File: src/rtl/shiftreg_lanes.sv
// ---------------------------------------------------------------------------
// shiftreg_lanes
//
// C independent N-bit shift-register lanes driven by one shared control path.
// Every lane can be parallel-loaded, shifted left with a per-lane serial insert
// bit, and tapped at a runtime-selected length. A shared step counter tracks
// how many bits of the loaded word remain, so a bit-serial consumer can pull
// one word per lane MSB first and learn exactly when that word is exhausted.
//
// Optional feature (compile-time macro):
//   SHIFTREG_LANES_PAROUT_EN  adds the dout port that exposes every lane
//                             register in parallel (deserialising path).
//
// Parameters:
//   N   bits per lane (N >= 1)
//   C   number of lanes
//   LW  width of len and of the step counter, $clog2(N+1)
//
// Ports:
//   clk   in   1     clock, all state changes on the rising edge
//   clr   in   1     synchronous active-high reset, highest priority
//   load  in   1     load din into all lanes, latch len, start a countdown
//   len   in   LW    active bits for this load; 0 or >N selects N
//   din   in   C*N   parallel data, lane c in bits [c*N+N-1 : c*N]
//   step  in   1     shift every lane left by one position
//   sin   in   C     serial insert bit per lane, enters bit 0 on a step
//   out   out  C     per-lane tap, out[c] = lane c bit (len_q-1)
//   busy  out  1     countdown in progress (cnt != 0)
//   done  out  1     one-cycle pulse after the last counted step
//   cnt   out  LW    steps remaining in the current countdown
//   dout  out  C*N   all lane registers, din packing (macro only)
// ---------------------------------------------------------------------------
module shiftreg_lanes #(
  parameter int N  = 8,
  parameter int C  = 4,
  parameter int LW = $clog2(N + 1)
) (
  input  logic            clk,
  input  logic            clr,
  input  logic            load,
  input  logic [LW-1:0]   len,
  input  logic [C*N-1:0]  din,
  input  logic            step,
  input  logic [C-1:0]    sin,
  output logic [C-1:0]    out,
  output logic            busy,
  output logic            done,
  output logic [LW-1:0]   cnt
`ifdef SHIFTREG_LANES_PAROUT_EN
  ,
  output logic [C*N-1:0]  dout
`endif
);

  // -------------------------------------------------------------------------
  // Effective length: a request of 0, or anything wider than the lane,
  // selects the full lane so the tap index always stays in 1..N.
  // -------------------------------------------------------------------------
  function automatic logic [LW-1:0] eff_len(input logic [LW-1:0] req);
    if (req == '0 || int'(req) > N) begin
      return LW'(N);
    end
    return req;
  endfunction

  // -------------------------------------------------------------------------
  // State
  // -------------------------------------------------------------------------
  logic [N-1:0]  lane_q [C];
  logic [N-1:0]  lane_d [C];
  logic [LW-1:0] len_q, len_d;
  logic [LW-1:0] cnt_q, cnt_d;
  logic          done_q, done_d;

  logic [LW-1:0] load_len;

  assign load_len = eff_len(len);

  // -------------------------------------------------------------------------
  // Next-state logic. Priority below clr (handled in the register process):
  // load > step > hold.
  // -------------------------------------------------------------------------
  always_comb begin
    // NOTE: every next-state signal gets a default first so no path through
    // the if/else chain leaves one unassigned, which would infer a latch.
    lane_d = lane_q;
    len_d  = len_q;
    cnt_d  = cnt_q;
    done_d = 1'b0;

    if (load) begin
      // A simultaneous step is dropped, and any running countdown restarts
      // without a done for the abandoned word.
      for (int c = 0; c < C; c++) begin
        lane_d[c] = din[c*N +: N];
      end
      len_d = load_len;
      cnt_d = load_len;
    end else if (step) begin
      // The whole lane shifts, including bits above len_q: those are
      // don't-care for the tap but still carry data for the parallel view.
      for (int c = 0; c < C; c++) begin
        lane_d[c]    = lane_q[c] << 1;
        lane_d[c][0] = sin[c];
      end
      // Counting only when non-zero keeps cnt from underflowing and makes an
      // idle step behave like the legacy plain shift register.
      if (cnt_q != '0) begin
        cnt_d  = cnt_q - LW'(1);
        done_d = (cnt_q == LW'(1));
      end
    end
  end

  // -------------------------------------------------------------------------
  // Registers
  // -------------------------------------------------------------------------
  always_ff @(posedge clk) begin
    if (clr) begin
      // NOTE: the lane array is reset explicitly; it is a small set of flops,
      // not a RAM, and a defined zero state keeps out/dout clean after clr.
      for (int c = 0; c < C; c++) begin
        lane_q[c] <= '0;
      end
      len_q  <= LW'(N);
      cnt_q  <= '0;
      done_q <= 1'b0;
    end else begin
      // NOTE: non-blocking assignments so every register samples the values
      // from before this edge, independent of statement order.
      for (int c = 0; c < C; c++) begin
        lane_q[c] <= lane_d[c];
      end
      len_q  <= len_d;
      cnt_q  <= cnt_d;
      done_q <= done_d;
    end
  end

  // -------------------------------------------------------------------------
  // Tap: out[c] = lane c bit (len_q-1). Written as a compare-per-bit mux so
  // the select never indexes beyond the lane; len_q is always 1..N.
  // -------------------------------------------------------------------------
  always_comb begin
    out = '0;
    for (int c = 0; c < C; c++) begin
      for (int b = 0; b < N; b++) begin
        if (len_q == LW'(b + 1)) begin
          out[c] = lane_q[c][b];
        end
      end
    end
  end

  assign busy = (cnt_q != '0);
  assign done = done_q;
  assign cnt  = cnt_q;

`ifdef SHIFTREG_LANES_PAROUT_EN
  // Parallel view of the lanes, packed exactly like din.
  always_comb begin
    dout = '0;
    for (int c = 0; c < C; c++) begin
      dout[c*N +: N] = lane_q[c];
    end
  end
`endif

endmodule
File: config.mk
export PLATFORM = sky130hd
export DESIGN_NAME = shiftreg_lanes
export DESIGN_NICKNAME = d
export VERILOG_FILES = /design/src/rtl/shiftreg_lanes.sv
export SDC_FILE = /design/constraint.sdc
export NUM_CORES = 1
export LEC_CHECK = 0
export CAP_MARGIN = 20
export CORE_ASPECT_RATIO = 2
export CORE_MARGIN = 1.5
export CORE_UTILIZATION = 38
export DETAILED_ROUTE_END_ITERATION = 16
export MAX_ROUTING_LAYER = met4
export SLEW_MARGIN = 20
export SYNTH_ARGS = -nofsm -noshare
export SYNTH_HDL_FRONTEND = slang
export SYNTH_SLANG_ARGS = --single-unit
File: constraint.sdc
create_clock -name clk -period 2.3 [get_ports clk]
set_input_delay 0.46 -clock clk [delete_from_list [all_inputs] [get_ports clk]]
set_output_delay 0.46 -clock clk [all_outputs]
set_load 0.02 [all_outputs]
Yosys cells after proc, flatten, opt, wreduce, memory -nomap -nowiden
Cells that the tools add are included.

cells by class
  add/subtract/negate cells = 1
  $lt $le $gt $ge = 1
  eq/ne operators = 9
  multiplexer cells = 40
  bitwise logic cells = 2
  reduce and logical (&&, ||, !) cells = 7

operator list
  cell                   count
  $mux W32               2
  $mux W1                33
  $mux W4                5
  $eq A4 B3 Y1 const B   4
  $eq A4 B1 Y1 const B   2
  $eq A4 B2 Y1 const B   2
  $eq A4 B4 Y1 const B   1
  $gt A4 B4 Y1 const B   1
  $logic_not A4 Y1       1
  $reduce_bool A2 Y1     2
  $reduce_bool A4 Y1     1
  $reduce_or A4 Y1       1
  $sub A4 B1 Y4 const B  1
  $not A1 Y1             2
  $reduce_and A2 Y1      1
  $logic_or A1 B1 Y1     1

storage, ports and cells
  register bits = 41
  bits of input ports = 44
  output and inout bits = 10
  word-level logic and storage cells = 67

Longest topological paths before layout
Gate-level depths: netlist of run 1.

  depth after elaboration = 9
  mapped depth = 6
  depth with buffers taken out = 6

Worst setup path after synthesis of run 1
Ideal clock, no wire load.

  kind = flip-flop to flip-flop
  from = register cnt_q[0], in the netlist cnt[0]
  to = register cnt_q[3], in the netlist cnt[3]
  arrival = 1.819 ns
  setup slack = 0.407 ns
  stages on the path, launching flop included = 7
  path buffers = 0
  clock period less this slack = 1.893 ns
  cells stage by stage = dfxtp_1 inv_1 ha_1 or3b_1 a21oi_2 or4_1 a31oi_1

between the ends
  elaborated cells between the ends (all ways) = 7

RTL lines
  element                       RTL line  RTL
  from (decl)                   72        logic [LW-1:0] cnt_q, cnt_d;
  from (signal assigned)        135       cnt_q <= cnt_d;
  $reduce_bool A4 Y1            --
  via busy                      46        output logic busy,
  $reduce_bool A2 Y1 (no line)  --
  $reduce_and A2 Y1 (no line)   --

The timed path passes the listed nets, and every way through them passes these cells. The select of a mux whose other input is x is not followed.
A chain may end at the register's enable or synchronous reset.

Worst setup path in the final report of run 1
  from = register len_q[1]
  to = output out[1]

between the ends
  word-level cells in the longest chain between the ends = 9
  elaborated cells between the ends (all ways) = 16

ends and longest elaborated chain
  element                 RTL line  RTL
  from (decl)             71        logic [LW-1:0] len_q, len_d;
  from (signal assigned)  125       len_q <= LW'(N);
  from (signal assigned)  134       len_q <= len_d;
  $eq A4 B1 Y1            148       if (len_q == LW'(b + 1)) begin
  $mux W1 (7 in series)   148
  $mux W1 (*)             148
  to (decl)               45        output logic [C-1:0] out,

Every way passes the cells marked *; elsewhere a longest branch is shown, timed or not.

==> impl_metrics.json, run 1 <==
{
  "wl_per_cell_um": 14.1,
  "fillers": 523,
  "dpl_cell_area_um2": 2820,
  "worstHoldPathCells": 3,
  "antenna_found_initial": 0,
  "worst_pin_slew_ns": 0.434,
  "hp-class": "input port to flop",
  "multiInputGateArea_um2": 1240,
  "ys_seq_elements": 41,
  "cts.path.max_buffers": 2,
  "ant_nets": 0,
  "synth_nets": 314,
  "syn_area_um2": 2160,
  "worstPathRequired_ns": 1.84,
  "grt_pass1_wl_mm": 9.15,
  "crit_path_end_kind": "output pin",
  "clock.fmax_mhz": 453,
  "cts_tree": "built",
  "hold_viol_final": 0,
  "dp_slack_ns": -0.0394,
  "slowest_delay_ns": 0.52,
  "drc": 0,
  "vias": 2072,
  "grt-ovfl-total": 0,
  "syn_avg_cell_area_um2": 8.05,
  "crit_cells": 4,
  "tritoncts.num_buffers": 5,
  "worst_slack_ns": 0.0949,
  "seqCellArea_um2": 822,
  "grt_max_degree": 47,
  "port-buffer-count": 53,
  "max-vdd-ir-drop_mv": 0.435,
  "critPathTopFamily": "simple AND/OR/NAND/NOR gates",
  "die_y_um": 110,
  "slowest_stage": "or3b_2",
  "cap_violations": 0,
  "clk_latency_ns": 0.29,
  "seq_area_frac_synth": 0.381,
  "boundaryPins": 54,
  "synthFlopType": "dfxtp_1",
  "grt_pass1_vias": 2048,
  "fin_area_um2": 2900,
  "drv_slew": 0,
  "gp_congestion": 0.931,
  "cts_num_sinks": 41,
  "fp.dieArea_um2": 6160,
  "nNetsFinal": 374,
  "drtIter0Drc": 56,
  "start_util": 0.395,
  "rows": 38,
  "wl_mm": 5.50,
  "critPathLaunchType": "flop",
  "cts_hold_buf": 0,
  "outcome": "complete, no violations",
  "powerDensity_nw_per_um2": 557,
  "h-tree-depth": 2,
  "final_util": 0.530,
  "area_growth_pct": 34.3,
  "reg2reg_depth": 6,
  "place_hpwl_mm": 4.07,
  "ys_warn_count": 0,
  "drive_gt1_frac": 0.119,
  "p_leak_uw": 0.00117,
  "critPathKind": "flop to output pin",
  "cp_num_buf_inv": 1,
  "clockRootBuffer": "clkbuf_8",
  "cp_max_fo": 8,
  "synth_edf_count": 0,
  "finalSetupViolations": 0,
  "die_w_um": 56.3,
  "cp_cell_sequence": "or3b_2 > o221ai_1 > a221o_1 > buf_2",
  "syn_inst": 268,
  "core_area_um2": 5470,
  "antenna_cells": 0,
  "period_share": 0.959,
  "finalClockSkew_ns": 0.00269,
  "critPathArrivalTime_ns": 1.75,
  "drtPass1Iterations": 4,
  "async_flop_share": 0,
  "clk_pin_slew_ns": 0.08,
  "layout_min_cycle_time_ns": 2.21,
  "vias_per_cell": 5.33,
  "ys_types": 35,
  "slew_headroom": 0.711,
  "track_usage": 0.193
}
-- what timing repair did --
action                                 4_1_cts  5_1_grt
setup buffers                                0        1
gates resized for setup                     12        9
setup endpoints to repair                    5        4
endpoints found under the hold margin        0        0
-- cells in the final DEF (no fill, tap or decap), types with 2 or more instances in the layout --
cell,count
a211oi_1,3
a21oi_1,43
a31oi_1,2
buf_2,4
buf_4,19
clkbuf_1,3
clkbuf_2,2
clkbuf_8,5
clkdlybuf4s50_1,46
dfxtp_1,40
ha_1,2
inv_1,4
mux2i_1,43
nand2_1,7
nand3b_1,3
nor2_1,73
o21ai_0,3
o22ai_1,2
o31ai_1,3
-- path summary, 6_finish.rpt --
path	slack, ns	from	to
min reg2reg	0.50	cnt[0]$_SDFFE_PP0P_	cnt[0]$_SDFFE_PP0P_
max	0.09	len_q[1]$_SDFFE_PP0P_	out[1]
max reg2reg	0.53	cnt[1]$_SDFFE_PP0P_	cnt[3]$_SDFFE_PP0P_
min	0.48	load	done$_SDFF_PP0_
-- synth_stat cells, types with 2 or more instances --
cell type,instances,area share
buf_2,9,0.021
ha_1,2,0.012
a21oi_1,43,0.10
dfxtp_1,41,0.38
inv_1,4,0.0070
o21ai_0,3,0.0070
a31oi_1,2,0.0058
nor2_1,73,0.13
o22ai_1,2,0.0058
nand3b_1,3,0.010
clkbuf_1,10,0.017
nand2_1,7,0.012
mux2i_1,43,0.20
o31ai_1,3,0.010
a211oi_1,3,0.010
-- kinds of logic (layout without fill, tap and decap cells) --
| kind of cell | Yosys count | count (layout) | share of synthesized area |
|---|---|---|---|
| simple gates | 98 | 98 | 0.205 |
| compound gates | 60 | 60 | 0.156 |
| mux | 43 | 43 | 0.200 |
| flops | 41 | 41 | 0.381 |
| buf+inv | 24 | 85 | 0.0470 |
| fa+ha+maj | 2 | 2 | 0.0116 |
-- layer usage --
layer  vias to the layer above  share of wire  wire length [um]  global-route usage
li1                       1051              -                 -                   -
met1                       951           0.40              2200               0.198
met2                        54           0.54              2960               0.355
met3                        16          0.030               164              0.0259
met4                         0          0.031               170              0.0969
met5                         -              0                 0                   -
-- flip-flops by register name (all words and copies together) (netlist names) --
| signal | count |
|---|---|
| lane_q | 32 |
| cnt | 4 |
| len_q | 4 |
| done | 1 |
-- worst register-to-register path, delay by kind of cell (launching register included) --
family                     cells  cell delay [ns]
AOI/OAI and AO/OA              2             0.27
DFF                            1             0.39
and+or+nand+nor                2             0.71
adders and majority gates      1             0.25
buffers and inverters          1             0.10
-- final cells by class --
type	instances	area share
clock buffer	8	0.0276
timing repair buffer	73	0.228
inverter	4	0.00518
sequential	41	0.284
tap	60	0.0259
multi-input combinational	203	0.429
-- metrics by stage --
stage / total power, uW / hold slack, ns / TNS (ns) / std cells
floorplan: 996 / 0.554 / 0 / 268
global placement: 1160 / 0.476 / -0.0176 / 380
detailed placement: 1170 / 0.486 / -0.0394 / 380
CTS: 1620 / 0.480 / 0 / 388
global route: 1700 / 0.485 / -0.0212 / 389
finish: 1610 / 0.484 / 0 / 389
-- power breakdown --
| part | switching, uW | total (uW) | internal, uW |
|---|---|---|---|
| sequential | 36.6 | 790 | 753 |
| combinational | 166 | 357 | 190 |
| clock | 252 | 468 | 216 |
| total | 455 | 1610 | 1160 |
Note: power is estimated with default switching activity, not from simulation.
==> run 2: changes to the inputs <==
--- a/config.mk
+++ b/config.mk
@@ -8,9 +8,11 @@
 export CAP_MARGIN = 20
 export CORE_ASPECT_RATIO = 2
 export CORE_MARGIN = 1.5
-export CORE_UTILIZATION = 38
+export CORE_UTILIZATION = 49
 export DETAILED_ROUTE_END_ITERATION = 16
+export HOLD_SLACK_MARGIN = 0.02
 export MAX_ROUTING_LAYER = met4
+export PLACE_DENSITY = 0.8
 export SLEW_MARGIN = 20
 export SYNTH_ARGS = -nofsm -noshare
 export SYNTH_HDL_FRONTEND = slang
==> impl_metrics.json, run 2 (synthesis results as in run 1) <==
{
  "boundaryPins": 54,
  "fp.dieArea_um2": 4830,
  "setup_tns_ns": 0,
  "grt_use_met2": 0.457,
  "critPathArrivalTime_ns": 1.80,
  "largest_reg_flops": 32,
  "layout_min_cycle_time_ns": 2.26,
  "drive_gt1_frac": 0.134,
  "critPathTopFamily": "simple AND/OR/NAND/NOR gates",
  "vias_per_cell": 5.48,
  "worst_slack_ns": 0.0423,
  "cts_num_sinks": 41,
  "mostFrequentLayoutCells": "nor2_1 (73), clkdlybuf4s50_1 (46), mux2i_1 (43), a21oi_1 (41), dfxtp_1 (38)",
  "timing.hold.ws_ns": 0.501,
  "multiInputGateArea_um2": 1260,
  "hp-class": "input port to flop",
  "crit_path_end_kind": "output pin",
  "fin_area_um2": 2940,
  "max-vdd-ir-drop_mv": 0.648,
  "final_common_cell": "nor2_1",
  "cts_hold_buf": 0,
  "hold_viol_final": 0,
  "p_leak_uw": 0.00120,
  "track_usage": 0.247,
  "slew_headroom": 0.774,
  "regMostFlops": "lane_q",
  "clk_pin_slew_ns": 0.08,
  "nNetsFinal": 374,
  "drv_slew": 0,
  "finalClockSkew_ns": 0.00569,
  "port-buffer-count": 53,
  "critPathLaunchType": "flop",
  "cts_tree": "built",
  "antenna_found_initial": 0,
  "period_share": 0.982,
  "grt_pass1_wl_mm": 9.18,
  "cap_violations": 0,
  "area_growth_pct": 36.4,
  "use_met3": 0.0340,
  "cp_max_fo": 5,
  "slowest_stage": "or3b_2",
  "start_util": 0.502,
  "place_hpwl_mm": 3.97,
  "slowest_delay_ns": 0.54,
  "grt-ovfl-total": 0,
  "clock.fmax_mhz": 443,
  "cp_cell_sequence": "or3b_2 > o221ai_1 > a221o_1 > buf_6",
  "die_y_um": 96.8,
  "dp_slack_ns": -0.0885,
  "drc": 0,
  "wl_mm": 5.40,
  "seqCellArea_um2": 827,
  "worst_pin_slew_ns": 0.340,
  "gp_congestion": 0.814,
  "die_w_um": 49.9,
  "grt_use_met1": 0.258,
  "wl_per_cell_um": 14.1,
  "drtPass1Iterations": 4,
  "vias": 2098,
  "critPathKind": "flop to output pin",
  "busiest_layer": "met2",
  "core_area_um2": 4300,
  "clockRootBuffer": "clkbuf_8",
  "h-tree-depth": 2,
  "rows": 34,
  "ant_nets": 0,
  "tritoncts.num_buffers": 5,
  "clk_latency_ns": 0.29,
  "finalSetupViolations": 0,
  "grt_pass1_vias": 2080,
  "outcome": "complete, no violations",
  "drtIter0Drc": 42,
  "final_util": 0.685,
  "fillers": 385,
  "worstPathRequired_ns": 1.84,
  "powerDensity_nw_per_um2": 592,
  "cts.path.max_buffers": 2,
  "grt_max_degree": 38,
  "antenna_cells": 0,
  "cp_num_buf_inv": 1,
  "dpl_cell_area_um2": 2790,
  "rsz0062_at_grt": "yes"
}
## run 2: area by class of cell
type,count,share of cell area
clock inverters,1,0.0102
flip-flops and latches,41,0.281
clock buffers,7,0.0293
repair buffers,73,0.224
well taps,54,0.0230
inverters,4,0.00510
multi-input cells,203,0.427
## run 2: worst paths after layout
path                              start                     to  slack (ns)  depth (start not counted)
setup reg to reg    cnt[0]$_SDFFE_PP0P_    cnt[3]$_SDFFE_PP0P_        0.42                          6
setup / recovery  len_q[3]$_SDFFE_PP1P_                 out[1]        0.04                          4
hold / removal                     load        done$_SDFF_PP0_        0.50                          3
hold reg to reg   len_q[3]$_SDFFE_PP1P_  len_q[3]$_SDFFE_PP1P_        0.52                          2
## run 2: worst register-to-register path, cell delays in order, from the launching register on
cell	delay (ns)
dfxtp_1	0.45
inv_1	0.09
ha_1	0.26
or3b_1	0.21
a21oi_2	0.10
or4_1	0.49
a31oi_1	0.21
## run 2: layer usage
| metal | routed length (um) | vias to the layer above | part of all wire |
|---|---|---|---|
| met3 | 162 | 9 | 0.030 |
| met2 | 3090 | 57 | 0.57 |
| met4 | 107 | 0 | 0.020 |
| met1 | 2030 | 977 | 0.38 |
| li1 | - | 1055 | - |
| met5 | 0 | - | 0 |
## run 2: repair_timing
action | CTS | global route
gates resized for setup | 21 | 10
setup endpoints to repair | 5 | 3
buffers inserted | 0 | 2
pin swaps | 0 | 5
## run 2: through the flow
stage               cells  power (uW)
floorplan             268         996
finish                383        1740
CTS                   381        1750
global placement      373        1150
detailed placement    373        1160
global route          383        1820
## run 2: where the power goes
| part | total [uW] | internal, uW | leakage [uW] | switching [uW] |
|---|---|---|---|---|
| sequential | 796 | 753 | 0.000339 | 43.1 |
| clock | 593 | 354 | 0.0000585 | 239 |
| combinational | 353 | 189 | 0.000803 | 164 |
==> edit, RTL diff (settings of run 2) <==
`C`: 4 -> 16.
--- a/src/rtl/shiftreg_lanes.sv
+++ b/src/rtl/shiftreg_lanes.sv
@@ -34,3 +34,3 @@
   parameter int N  = 8,
-  parameter int C  = 4,
+  parameter int C  = 16,
   parameter int LW = $clog2(N + 1)
Interface: changed (resized din, out and sin); port bits go from 54 to 174. No check against the original RTL was run, so the function may have changed too.
==> edit against run 2 <==
The run now ends with negative setup slack left. Design area increased to 3.6 times the old value. Clock skew increased by 0.0010 ns. Global-route usage increased by 5.0 points. Hold slack improved by 0.045 ns. Sequential cell count increased by 96. Worst setup slack got worse by 0.26 ns. Routed wire length increased to 4.5 times the old value. Critical path depth increased by 2. Sequential power increased to 3.3 times the old value. Total power increased to 3.8 times the old value. Area after synthesis increased to 3.5 times the old value. Synthesized cell count increased to 3.5 times the old value. Critical endpoint is now out[2]. Largest power group is now clock. Highest routed layer unchanged.
==> edit: results (changes against run 2) <==
metric	value	unit	change
cts_max_level	4		+2
hpwl	16000	µm	+300%
insertion_delay	0.42	ns	+0.13 ns
synth_area_leaders	dfxtp_1 37%, mux2i_1 18%, nor2_1 14%		
grt_pass1_wl	36800	µm	+300%
wl	24100	µm	+350%
synth.distinct_cells	48		+37%
violations	negative setup slack		
dr.pass1.iters	5		+1
postPlaceCellArea	9540	µm²	+240%
p_leak	4.41	nW	+270%
vias	7649		+260%
grt_use_total	29.7	%	+5.0 points
drive_above_1_share	14.4	%	+1.0 points
gp_congestion	0.919		+13%
maxSlewHeadroom	51.9	%	-25 points
grt_pass1_vias	7423		+260%
yosysSeqAreaShare	36.8	%	-1.2 points
setup_ws	-0.219	ns	-0.261 ns
synth_nets	1098		+250%
setup_violations	16		+16
outcome	complete, but fails checks		
synth_common_cells	283 x nor2_1, 158 x a21oi_1, 137 x dfxtp_1		
cts_root_buf	clkbuf_16		
crit_arrival	2.06	ns	+0.26 ns
wl_met3	1280	µm	+690%
cts_buffers	17		+12
power_switching	1.86	mW	+320%
largest_reg_flops	128		+300%
numPortBuffers	173		+230%
==> edit: stage by stage <==
stage / hold WS, ns / util [%] / std cells
after floorplan: 0.574 / - / 944
after global placement: 0.533 / 64.4 / 1282
after detailed placement: 0.532 / 64.4 / 1282
after CTS: 0.543 / 69.8 / 1323
after global routing: 0.594 / 71.6 / 1334
final: 0.545 / 71.6 / 1334
==> edit: area by class of cell <==
| cell class | count | area, µm² |
|---|---|---|
| multi-input combinational | 719 | 4480 |
| fill | 1209 | 4200 |
| sequential | 137 | 2760 |
| timing repair buffer | 249 | 2550 |
| clock buffer | 18 | 429 |
| tap | 195 | 244 |
| clock inverter | 13 | 146 |
| inverter | 3 | 11.3 |
==> edit: power by group through the flow <==
stage	clock network (mW)	registers [mW]	logic, mW
finish	2.69	2.66	1.34
global route	2.83	2.67	1.44
CTS	2.70	2.65	1.27
global placement	0	2.70	1.21
floorplan	0	2.65	0.710
detailed placement	0	2.70	1.23
==> edit: worst paths after layout <==
path | start | endpoint | slack [ns] | depth (start not counted)
setup / recovery | len_q[2] | out[2] | -0.22 | 6
hold / removal | cnt[1] | cnt[1] | 0.55 | 2
setup reg to reg | cnt[0] | cnt[0] | 0.63 | 6
hold reg to reg | cnt[1] | cnt[1] | 0.55 | 2
==> edit: repair_timing <==
item	4_1_cts	5_1_grt
gates cloned	2	0
buffers inserted	8	11
pin swaps	5	18
gates resized for setup	119	47
endpoints found under the setup margin	17	17
==> edit: routing by layer <==
layer	up-vias	global-route usage (%)
met3	102	4.28
met4	0	17.7
met2	347	54.4
li1	3688	-
met1	3512	29.4
met5	-	-
==> edit: cells by family after synthesis <==
family                     share of synthesized area, %
muxes                                              18.2
AOI/OAI and AO/OA                                  20.5
buffers and inverters                              5.76
adders and majority gates                         0.336
DFF                                                36.8
and+or+nand+nor                                    18.4
==> edit: worst max-delay path, stage by stage (launching register included) <==
cell and delay [ns]:
dfxtp_4 0.36, buf_6 0.12, or3b_1 0.35, a21o_1 0.20, a21boi_1 0.14, a221o_1 0.34, buf_6 0.14
